File: config.mk
export PLATFORM = sky130hd
export DESIGN_NAME = vblank_arbiter_flat
export DESIGN_NICKNAME = d
export VERILOG_FILES = /design/src/rtl/vblank_arb_pkg.sv /design/src/rtl/vblank_arbiter_if.sv /design/src/rtl/rr_picker.sv /design/src/rtl/vblank_arbiter.sv /design/src/flat_wrapper.sv
export SDC_FILE = /design/constraint.sdc
export NUM_CORES = 1
export LEC_CHECK = 0
export ABC_AREA = 0
export CORE_UTILIZATION = 47
export DETAILED_ROUTE_END_ITERATION = 8
export DONT_BUFFER_PORTS = 1
export SKIP_CTS_REPAIR_TIMING = 1
export SYNTH_ARGS = -nofsm -noshare
export SYNTH_HDL_FRONTEND = slang
export SYNTH_SLANG_ARGS = --single-unit
export TNS_END_PERCENT = 10
File: constraint.sdc
create_clock -name pclk -period 3.2 [get_ports pclk]
set_clock_uncertainty 0.2 [all_clocks]
set_input_delay 0.32 -clock pclk [delete_from_list [all_inputs] [get_ports pclk]]
set_output_delay 0.32 -clock pclk [all_outputs]
set_load 0.005 [all_outputs]
File: src/rtl/vblank_arb_pkg.sv
// rtl/vblank_arb_pkg.sv - shared types and constants for the vblank arbiter
// Contents: FSM state encoding, default requester count / hold limit,
//           grant-index and miss-counter widths.
package vblank_arb_pkg;

  localparam int DEF_N_REQ    = 4;
  localparam int DEF_MAX_HOLD = 256;
  localparam int ID_W         = 3;
  localparam int MISS_W       = 8;

  typedef enum logic [1:0] {
    ST_WAIT  = 2'd0,
    ST_ARB   = 2'd1,
    ST_GRANT = 2'd2,
    ST_GAP   = 2'd3
  } arb_state_t;

endpackage

File: src/rtl/vblank_arbiter_if.sv
// rtl/vblank_arbiter_if.sv - request/grant bundle between requesters and arbiter
// Signals: req (level request), rel (one-cycle release pulse), gnt (one-hot grant),
//          gnt_id (granted index), busy (grant active), abort (grant revoked pulse).
// Modports: master = requester side, slave = arbiter side.
interface vblank_arbiter_if
  import vblank_arb_pkg::*;
#(
  parameter int N_REQ = DEF_N_REQ
);
  logic [N_REQ-1:0] req;
  logic [N_REQ-1:0] rel;
  logic [N_REQ-1:0] gnt;
  logic [ID_W-1:0]  gnt_id;
  logic             busy;
  logic             abort;

  modport master (output req, rel, input gnt, gnt_id, busy, abort);
  modport slave  (input req, rel, output gnt, gnt_id, busy, abort);
endinterface

File: src/rtl/rr_picker.sv
// rtl/rr_picker.sv - combinational round-robin winner selection
// Inputs:  req (request vector), last (previous winner index)
// Outputs: valid (any request), idx (first requester after last, wrapping to 0)
module rr_picker
  import vblank_arb_pkg::*;
#(
  parameter int N_REQ = DEF_N_REQ
) (
  input  logic [N_REQ-1:0] req,
  input  logic [ID_W-1:0]  last,
  output logic             valid,
  output logic [ID_W-1:0]  idx
);

  logic            hi_found;
  logic            lo_found;
  logic [ID_W-1:0] hi_idx;
  logic [ID_W-1:0] lo_idx;

  // Lowest set index above last wins; otherwise wrap to the lowest set index
  // at or below last.
  always_comb begin
    hi_found = 1'b0;
    lo_found = 1'b0;
    hi_idx   = '0;
    lo_idx   = '0;
    for (int i = 0; i < N_REQ; i++) begin
      if (req[i]) begin
        if (i > int'(last)) begin
          if (!hi_found) begin
            hi_found = 1'b1;
            hi_idx   = ID_W'(i);
          end
        end else if (!lo_found) begin
          lo_found = 1'b1;
          lo_idx   = ID_W'(i);
        end
      end
    end
    valid = hi_found | lo_found;
    idx   = hi_found ? hi_idx : lo_idx;
  end

endmodule

File: src/rtl/vblank_arbiter.sv
// rtl/vblank_arbiter.sv - vertical-blank window arbiter for the framebuffer write port
// Ports: pclk (pixel clock), rst (async active-low reset), vblnk (window open),
//        bus (slave side of request/grant bundle), frame_tick (pulse after vblnk rise),
//        miss_cnt (saturating count of windows closed with an ungranted request).
module vblank_arbiter
  import vblank_arb_pkg::*;
#(
  parameter int N_REQ    = DEF_N_REQ,
  parameter int MAX_HOLD = DEF_MAX_HOLD
) (
  input  logic              pclk,
  input  logic              rst,
  input  logic              vblnk,
  vblank_arbiter_if.slave   bus,
  output logic              frame_tick,
  output logic [MISS_W-1:0] miss_cnt
);

  localparam int HOLD_W = (MAX_HOLD > 1) ? $clog2(MAX_HOLD) : 1;
  localparam logic [HOLD_W-1:0] HOLD_LAST = HOLD_W'(MAX_HOLD - 1);

  arb_state_t        state_q, state_d;
  logic [HOLD_W-1:0] hold_q, hold_d;
  logic [ID_W-1:0]   last_q, last_d;
  logic [N_REQ-1:0]  gnt_q, gnt_d;
  logic [ID_W-1:0]   gnt_id_q, gnt_id_d;
  logic              busy_q, busy_d;
  logic              abort_q, abort_d;
  logic              vblnk_q;
  logic              tick_q;
  logic [MISS_W-1:0] miss_q;

  logic              pick_valid;
  logic [ID_W-1:0]   pick_idx;
  logic              rel_hit;

  rr_picker #(.N_REQ(N_REQ)) u_pick (
    .req   (bus.req),
    .last  (last_q),
    .valid (pick_valid),
    .idx   (pick_idx)
  );

  // Only the holder's own release counts; releases on other indices drop out here.
  assign rel_hit = |(bus.rel & gnt_q);

  always_comb begin
    state_d  = state_q;
    hold_d   = '0;
    last_d   = last_q;
    gnt_d    = '0;
    gnt_id_d = '0;
    busy_d   = 1'b0;
    abort_d  = 1'b0;
    case (state_q)
      ST_WAIT: begin
        if (vblnk) state_d = ST_ARB;
      end
      ST_ARB: begin
        if (!vblnk) begin
          state_d = ST_WAIT;
        end else if (pick_valid) begin
          state_d  = ST_GRANT;
          gnt_d    = N_REQ'(1) << pick_idx;
          gnt_id_d = pick_idx;
          busy_d   = 1'b1;
          last_d   = pick_idx;
        end
      end
      ST_GRANT: begin
        // Release is checked first so it always beats a simultaneous revoke.
        if (rel_hit) begin
          state_d = ST_GAP;
        end else if (!vblnk) begin
          state_d = ST_WAIT;
          abort_d = 1'b1;
        end else if (hold_q == HOLD_LAST) begin
          state_d = ST_GAP;
          abort_d = 1'b1;
        end else begin
          gnt_d    = gnt_q;
          gnt_id_d = gnt_id_q;
          busy_d   = 1'b1;
          hold_d   = hold_q + HOLD_W'(1);
        end
      end
      ST_GAP: begin
        state_d = vblnk ? ST_ARB : ST_WAIT;
      end
      default: state_d = ST_WAIT;
    endcase
  end

  always_ff @(posedge pclk or negedge rst) begin
    if (!rst) begin
      state_q  <= ST_WAIT;
      hold_q   <= '0;
      last_q   <= ID_W'(N_REQ - 1);
      gnt_q    <= '0;
      gnt_id_q <= '0;
      busy_q   <= 1'b0;
      abort_q  <= 1'b0;
      vblnk_q  <= 1'b0;
      tick_q   <= 1'b0;
      miss_q   <= '0;
    end else begin
      state_q  <= state_d;
      hold_q   <= hold_d;
      last_q   <= last_d;
      gnt_q    <= gnt_d;
      gnt_id_q <= gnt_id_d;
      busy_q   <= busy_d;
      abort_q  <= abort_d;
      vblnk_q  <= vblnk;
      tick_q   <= vblnk & ~vblnk_q;
      // A window closing with someone still waiting counts as a miss.
      if (vblnk_q && !vblnk && (|(bus.req & ~gnt_q)) && (miss_q != '1))
        miss_q <= miss_q + MISS_W'(1);
    end
  end

  assign bus.gnt    = gnt_q;
  assign bus.gnt_id = gnt_id_q;
  assign bus.busy   = busy_q;
  assign bus.abort  = abort_q;
  assign frame_tick = tick_q;
  assign miss_cnt   = miss_q;

endmodule
File: src/flat_wrapper.sv
// flat-port wrapper written by rule: the top's interface ports become plain ports
module vblank_arbiter_flat import vblank_arb_pkg::*;
#(
  parameter int N_REQ    = DEF_N_REQ,
  parameter int MAX_HOLD = DEF_MAX_HOLD
)
  (pclk, rst, vblnk, frame_tick, miss_cnt, bus_req, bus_rel, bus_gnt, bus_gnt_id, bus_busy, bus_abort);
  vblank_arbiter_if #(.N_REQ(N_REQ)) bus_i ();
  input  logic pclk;
  input  logic rst;
  input  logic vblnk;
  output logic frame_tick;
  output logic [MISS_W-1:0] miss_cnt;
  input wire logic [$bits(bus_i.req)-1:0] bus_req;
  input wire logic [$bits(bus_i.rel)-1:0] bus_rel;
  output wire logic [$bits(bus_i.gnt)-1:0] bus_gnt;
  output wire logic [$bits(bus_i.gnt_id)-1:0] bus_gnt_id;
  output wire logic [$bits(bus_i.busy)-1:0] bus_busy;
  output wire logic [$bits(bus_i.abort)-1:0] bus_abort;
  assign bus_i.req = bus_req;
  assign bus_i.rel = bus_rel;
  assign bus_gnt = bus_i.gnt;
  assign bus_gnt_id = bus_i.gnt_id;
  assign bus_busy = bus_i.busy;
  assign bus_abort = bus_i.abort;
  vblank_arbiter #(.N_REQ(N_REQ), .MAX_HOLD(MAX_HOLD)) u_core (.pclk(pclk), .rst(rst), .vblnk(vblnk), .bus(bus_i), .frame_tick(frame_tick), .miss_cnt(miss_cnt));
endmodule
-- After elaboration in Yosys (flattened, before gate mapping)
Index checks and enable logic that the tools add are counted.
W data, S select, Z words.
- register bits after elaboration: 32
- input bits: 11
- logic and storage cells: 104
- muxes and demuxes: 65
- order comparisons: 3
- bitwise logic cells: 6
- add/subtract/negate cells: 2
- reduce and logical (&&, ||, !) cells: 9
- equal/unequal tests: 8
- shift-type cells: 1
- operators by type and width (operator ; number):
    $mux W3 ; 18
    $mux W8 ; 4
    $mux W1 ; 28
    $mux W4 ; 5
    $add A8 B1 Y8 const B ; 2
    $mux W2 ; 6
    $and A4 B4 Y4 ; 2
    $eq A8 B8 Y1 const B ; 1
    $ne A8 B8 Y1 const B ; 1
    $pmux W2 S4 ; 1
    $pmux W4 S2 ; 1
    $reduce_or A4 Y1 ; 2
    $gt A2 B3 Y1 const A ; 2
    $pmux W3 S2 ; 1
    $reduce_and A3 Y1 ; 2
    $eq A2 B2 Y1 const B ; 2
    $ne A4 B2 Y1 const B ; 1
    $not A4 Y4 ; 1
    $shl A1 B3 Y4 const A ; 1
    $gt A1 B3 Y1 const A ; 1
    $logic_and A1 B1 Y1 ; 3
    $ne A3 B2 Y1 const B ; 1
    $eq A2 B1 Y1 const B ; 1
    $logic_not A2 Y1 ; 1
    6 further kinds ; 6

-- Depth between registers and ports, before layout
- depth in word-level cells: 15
- depth in mapped cells: 6

-- By module
A second synthesis with hierarchy kept.
- cells, all modules: 172
- area, all modules: 1781.7 um^2
- modules (own cells, without submodules) (module ; cells an instance ; area an instance (um^2) ; instances):
    vblank_arbiter ; 143 ; 1616.6 ; 1
    rr_picker ; 29 ; 165.2 ; 1

-- Worst setup path after synthesis
Ideal clock, no wire load.
- kind: reg-to-reg
- start point: register u_core.state_q[0]
- end point: register u_core.state_q[0]
- path slack: 1.245 ns
- clock period less this slack: 1.955 ns
- cell stages (with the launch flop): 7
- setup time: 0.125 ns
- path buffers: 0
- data arrival time: 1.630 ns
- cells stage by stage: dfrtp_1 inv_1 ha_1 nand2_1 or3_4 o221ai_4 mux2_4
- longest elaborated chain between the ends: 3
- elaborated cells between the ends (all ways): 9
- those cells by class: eq/ne: 6; mux: 1; reduce/logical: 2
- ends and longest elaborated chain (item ; RTL line ; text):
    start, declared ; vblank_arbiter.sv:22 ; arb_state_t state_q, state_d;
    start signal, assigned ; vblank_arbiter.sv:107 ; state_q <= state_d;
    $eq A2 B2 Y1 (tied with other cells) ; vblank_arbiter.sv:55 ; case (state_q)
    $ne A4 B2 Y1 (no source line) (tied with other cells) ; n/a ;
    $reduce_and A3 Y1 (no source line) ; n/a ;
Parallel ways exist; a longest one is shown, timed or not.
A chain may end at the register's enable or synchronous reset.

-- Worst setup path in the final report
- start point: register u_core.state_q[0]
- end point: register u_core.state_q[1]
The elaborated chain is that of the path after synthesis.

==> impl_metrics.ini <==
[status]
status = complete, no violations

[drt]
routed_wl_um = 3230
avgViaCountPerCell = 5.70
first_pass_iters = 4
drtIter0Drc = 52
via_count = 1169
ant_nets = 0
wl_per_cell_um = 15.7
drc = 0

[floorplanning]
fp.dieH_um = 60.4
die_x_um = 60.4
core.rowCount = 20
die_area_sq_um = 3650
coreArea_sq_um = 3150
num_io_pins = 29
start_util_pct = 50.9

[setup_path]
worstRegToRegCells = 6
critPathLaunchType = flop
crit_path_start = u_core.state_q[0]
cp.required_ns = 3.22
worstPathArrival_ns = 2.13
crit_fanout = 5
worst_setup_path_end_kind = flop
critical_path_class = reg -> reg
r2r_start = u_core.state_q[0]

[global_routing]
antenna_found_initial = 0
grt_max_degree = 31
grt_pass1_wl_um = 5420
grt.overflow.total = 0
track_usage_pct = 20.5
grt_pass1_vias = 1175

[sta]
slew_viol_final = 0
relSlewSlack_pct = 65.8
setup_violations = 0
fin_ws_ns = 1.09
tightest_slew_ns = 0.508
hold_viol_final = 0
setup_tns_ns = 0
period_minus_slack_ns = 2.11
rsz0062_at_grt = no
timing.fmax_mhz = 475
min_period_over_period_pct = 65.8

[yosys]
synth_area_sq_um = 1610
ys_async_sr_fraction_pct = 100
yosysSeqAreaShare_pct = 46.9
synth.avg_cell_area_sq_um = 10.6
synth_area_leader_cell = dfrtp_1
yosysMostFrequentCell = dfrtp_1
ys_types = 45
synth_top_cell_area_share_pct = 43.6
synthTopCellsByCount = dfrtp_1, nor2_1, nand2_1, nand3_1, xor2_1
synth-seq-cells = 30
synth_edf_count = 0
synthCells = 152
ys_top_cells_by_area = dfrtp_1, ha_1, xor2_1, nand3_1, dfstp_2
syn_nets = 170
yosys_warnings = 0
ys.flop_type = dfrtp_1

[power_and_ir_drop]
power_mw = 1.17
p_leak_nw = 0.742
ir_drop_v = 0.000399
powerDensity_nw_per_um2 = 670

[clock_network]
root_buffer = clkbuf_4
numCtsBuffers = 5
clk_path_buf_depth = 2
clk_pin_slew_ns = 0.10
cts_sinks = 30
clk_latency_ns = 0.33
tritoncts = done
htreeDepth = 2

[placement]
dpl_worst_slack_ns = 1.12
dpl-instance-area_sq_um = 1650
port_buffers = 0
dp.cells = 194
hpwl_um = 2380
place.gp.congestion = 0.819

[layout]
drive_gt1_share_pct = 14.9
stdcell_count = 205
area_delta_synth_final_pct = 9.04
final_area_sq_um = 1750
diodes = 0
fin_nets = 178

[flow_run]
cap_violations = 0

[min_path]
hp-start = vblnk
hp-class = in -> reg
hold_depth = 3
-- path summary, 6_finish.rpt --
check,end,slack (ns)
worst min-delay path,u_core.hold_q[6],0.09
worst max register to register,u_core.state_q[1],1.09
worst min register to register,u_core.frame_tick,0.23
worst max-delay path,u_core.state_q[1],1.09
max in group asynchronous,u_core.last_q[1],2.32
min in group asynchronous,u_core.frame_tick,0.23
-- critical path, stage by stage, from the launching register on --
cell and delay (ns):
dfrtp_1 0.44, inv_1 0.13, ha_1 0.24, nand2_1 0.09
or3_4 0.38, o221ai_4 0.22, mux2_4 0.32
-- cells by family (layout without fill, tap and decap cells) --
logic type                 count (synthesis)  after routing  share of synthesized area, %
AOI/OAI and AO/OA                         23             23                          12.4
muxes                                      4              4                          3.27
buffers and inverters                      7             16                          1.95
other                                      1              1                         0.234
adders and majority gates                  7              7                          5.46
DFF                                       30             30                          46.9
and+or+nand+nor                           68             68                          23.2
xor gates and xnor gates                  12             12                          6.55
-- metrics by stage --
stage	hold WS [ns]	utilization (%)
after detailed placement	-0.175	52.4
after global routing	0.113	55.5
final	0.0923	55.5
after CTS	-0.535	54.2
after floorplan	-0.176	-
after global placement	-0.175	52.4
-- sequential cells by signal, summed over array words and instances, names as in the netlist --
signal / cells
u_core.frame_tick: 1
u_core.state_q: 2
u_core.bus.abort: 1
u_core.hold_q: 8
u_core.bus.gnt: 4
u_core.bus.gnt_id: 2
u_core.vblnk_q: 1
u_core.bus.busy: 1
u_core.miss_cnt: 8
u_core.last_q: 2
-- layout by cell type, fill, tap and decap left out, drive strengths merged, types with 2 or more instances in the layout --
cell         instances
nor2b                5
buf                  2
dfrtp               28
o2bb2ai              2
mux2                 4
nand3               12
o21ai                5
a21oi                4
ha                   7
a22o                 2
xor2                 8
dlygate4sd3          2
or3                  3
nor3b                2
o41ai                2
dfstp                2
xnor2                4
inv                  4
nand2               11
nor3                 6
o31ai                2
nand2b               5
nor2                14
clkbuf               8
nor4                 4
-- per-layer routing --
layer	track usage [%]	routed length (um)
met1	26.9	1480
met2	30.9	1470
met3	7.89	224
met4	7.14	51
met5	0	0
-- layout make-up --
cell class,instances,area [sq um]
clock buffers,8,58.8
fillers,307,1400
inverters,4,15.0
multi-input cells,115,821
flip-flops and latches,30,753
well taps,44,55.1
repair buffers,4,47.5
-- report_power, final --
group	internal, mW	leakage [nW]	switching [mW]
sequential	0.475	0.389	0.110
combinational	0.175	0.320	0.179
clock	0.108	0.0326	0.126
total	0.758	0.742	0.414
Note: power is estimated with default switching activity, not from simulation.
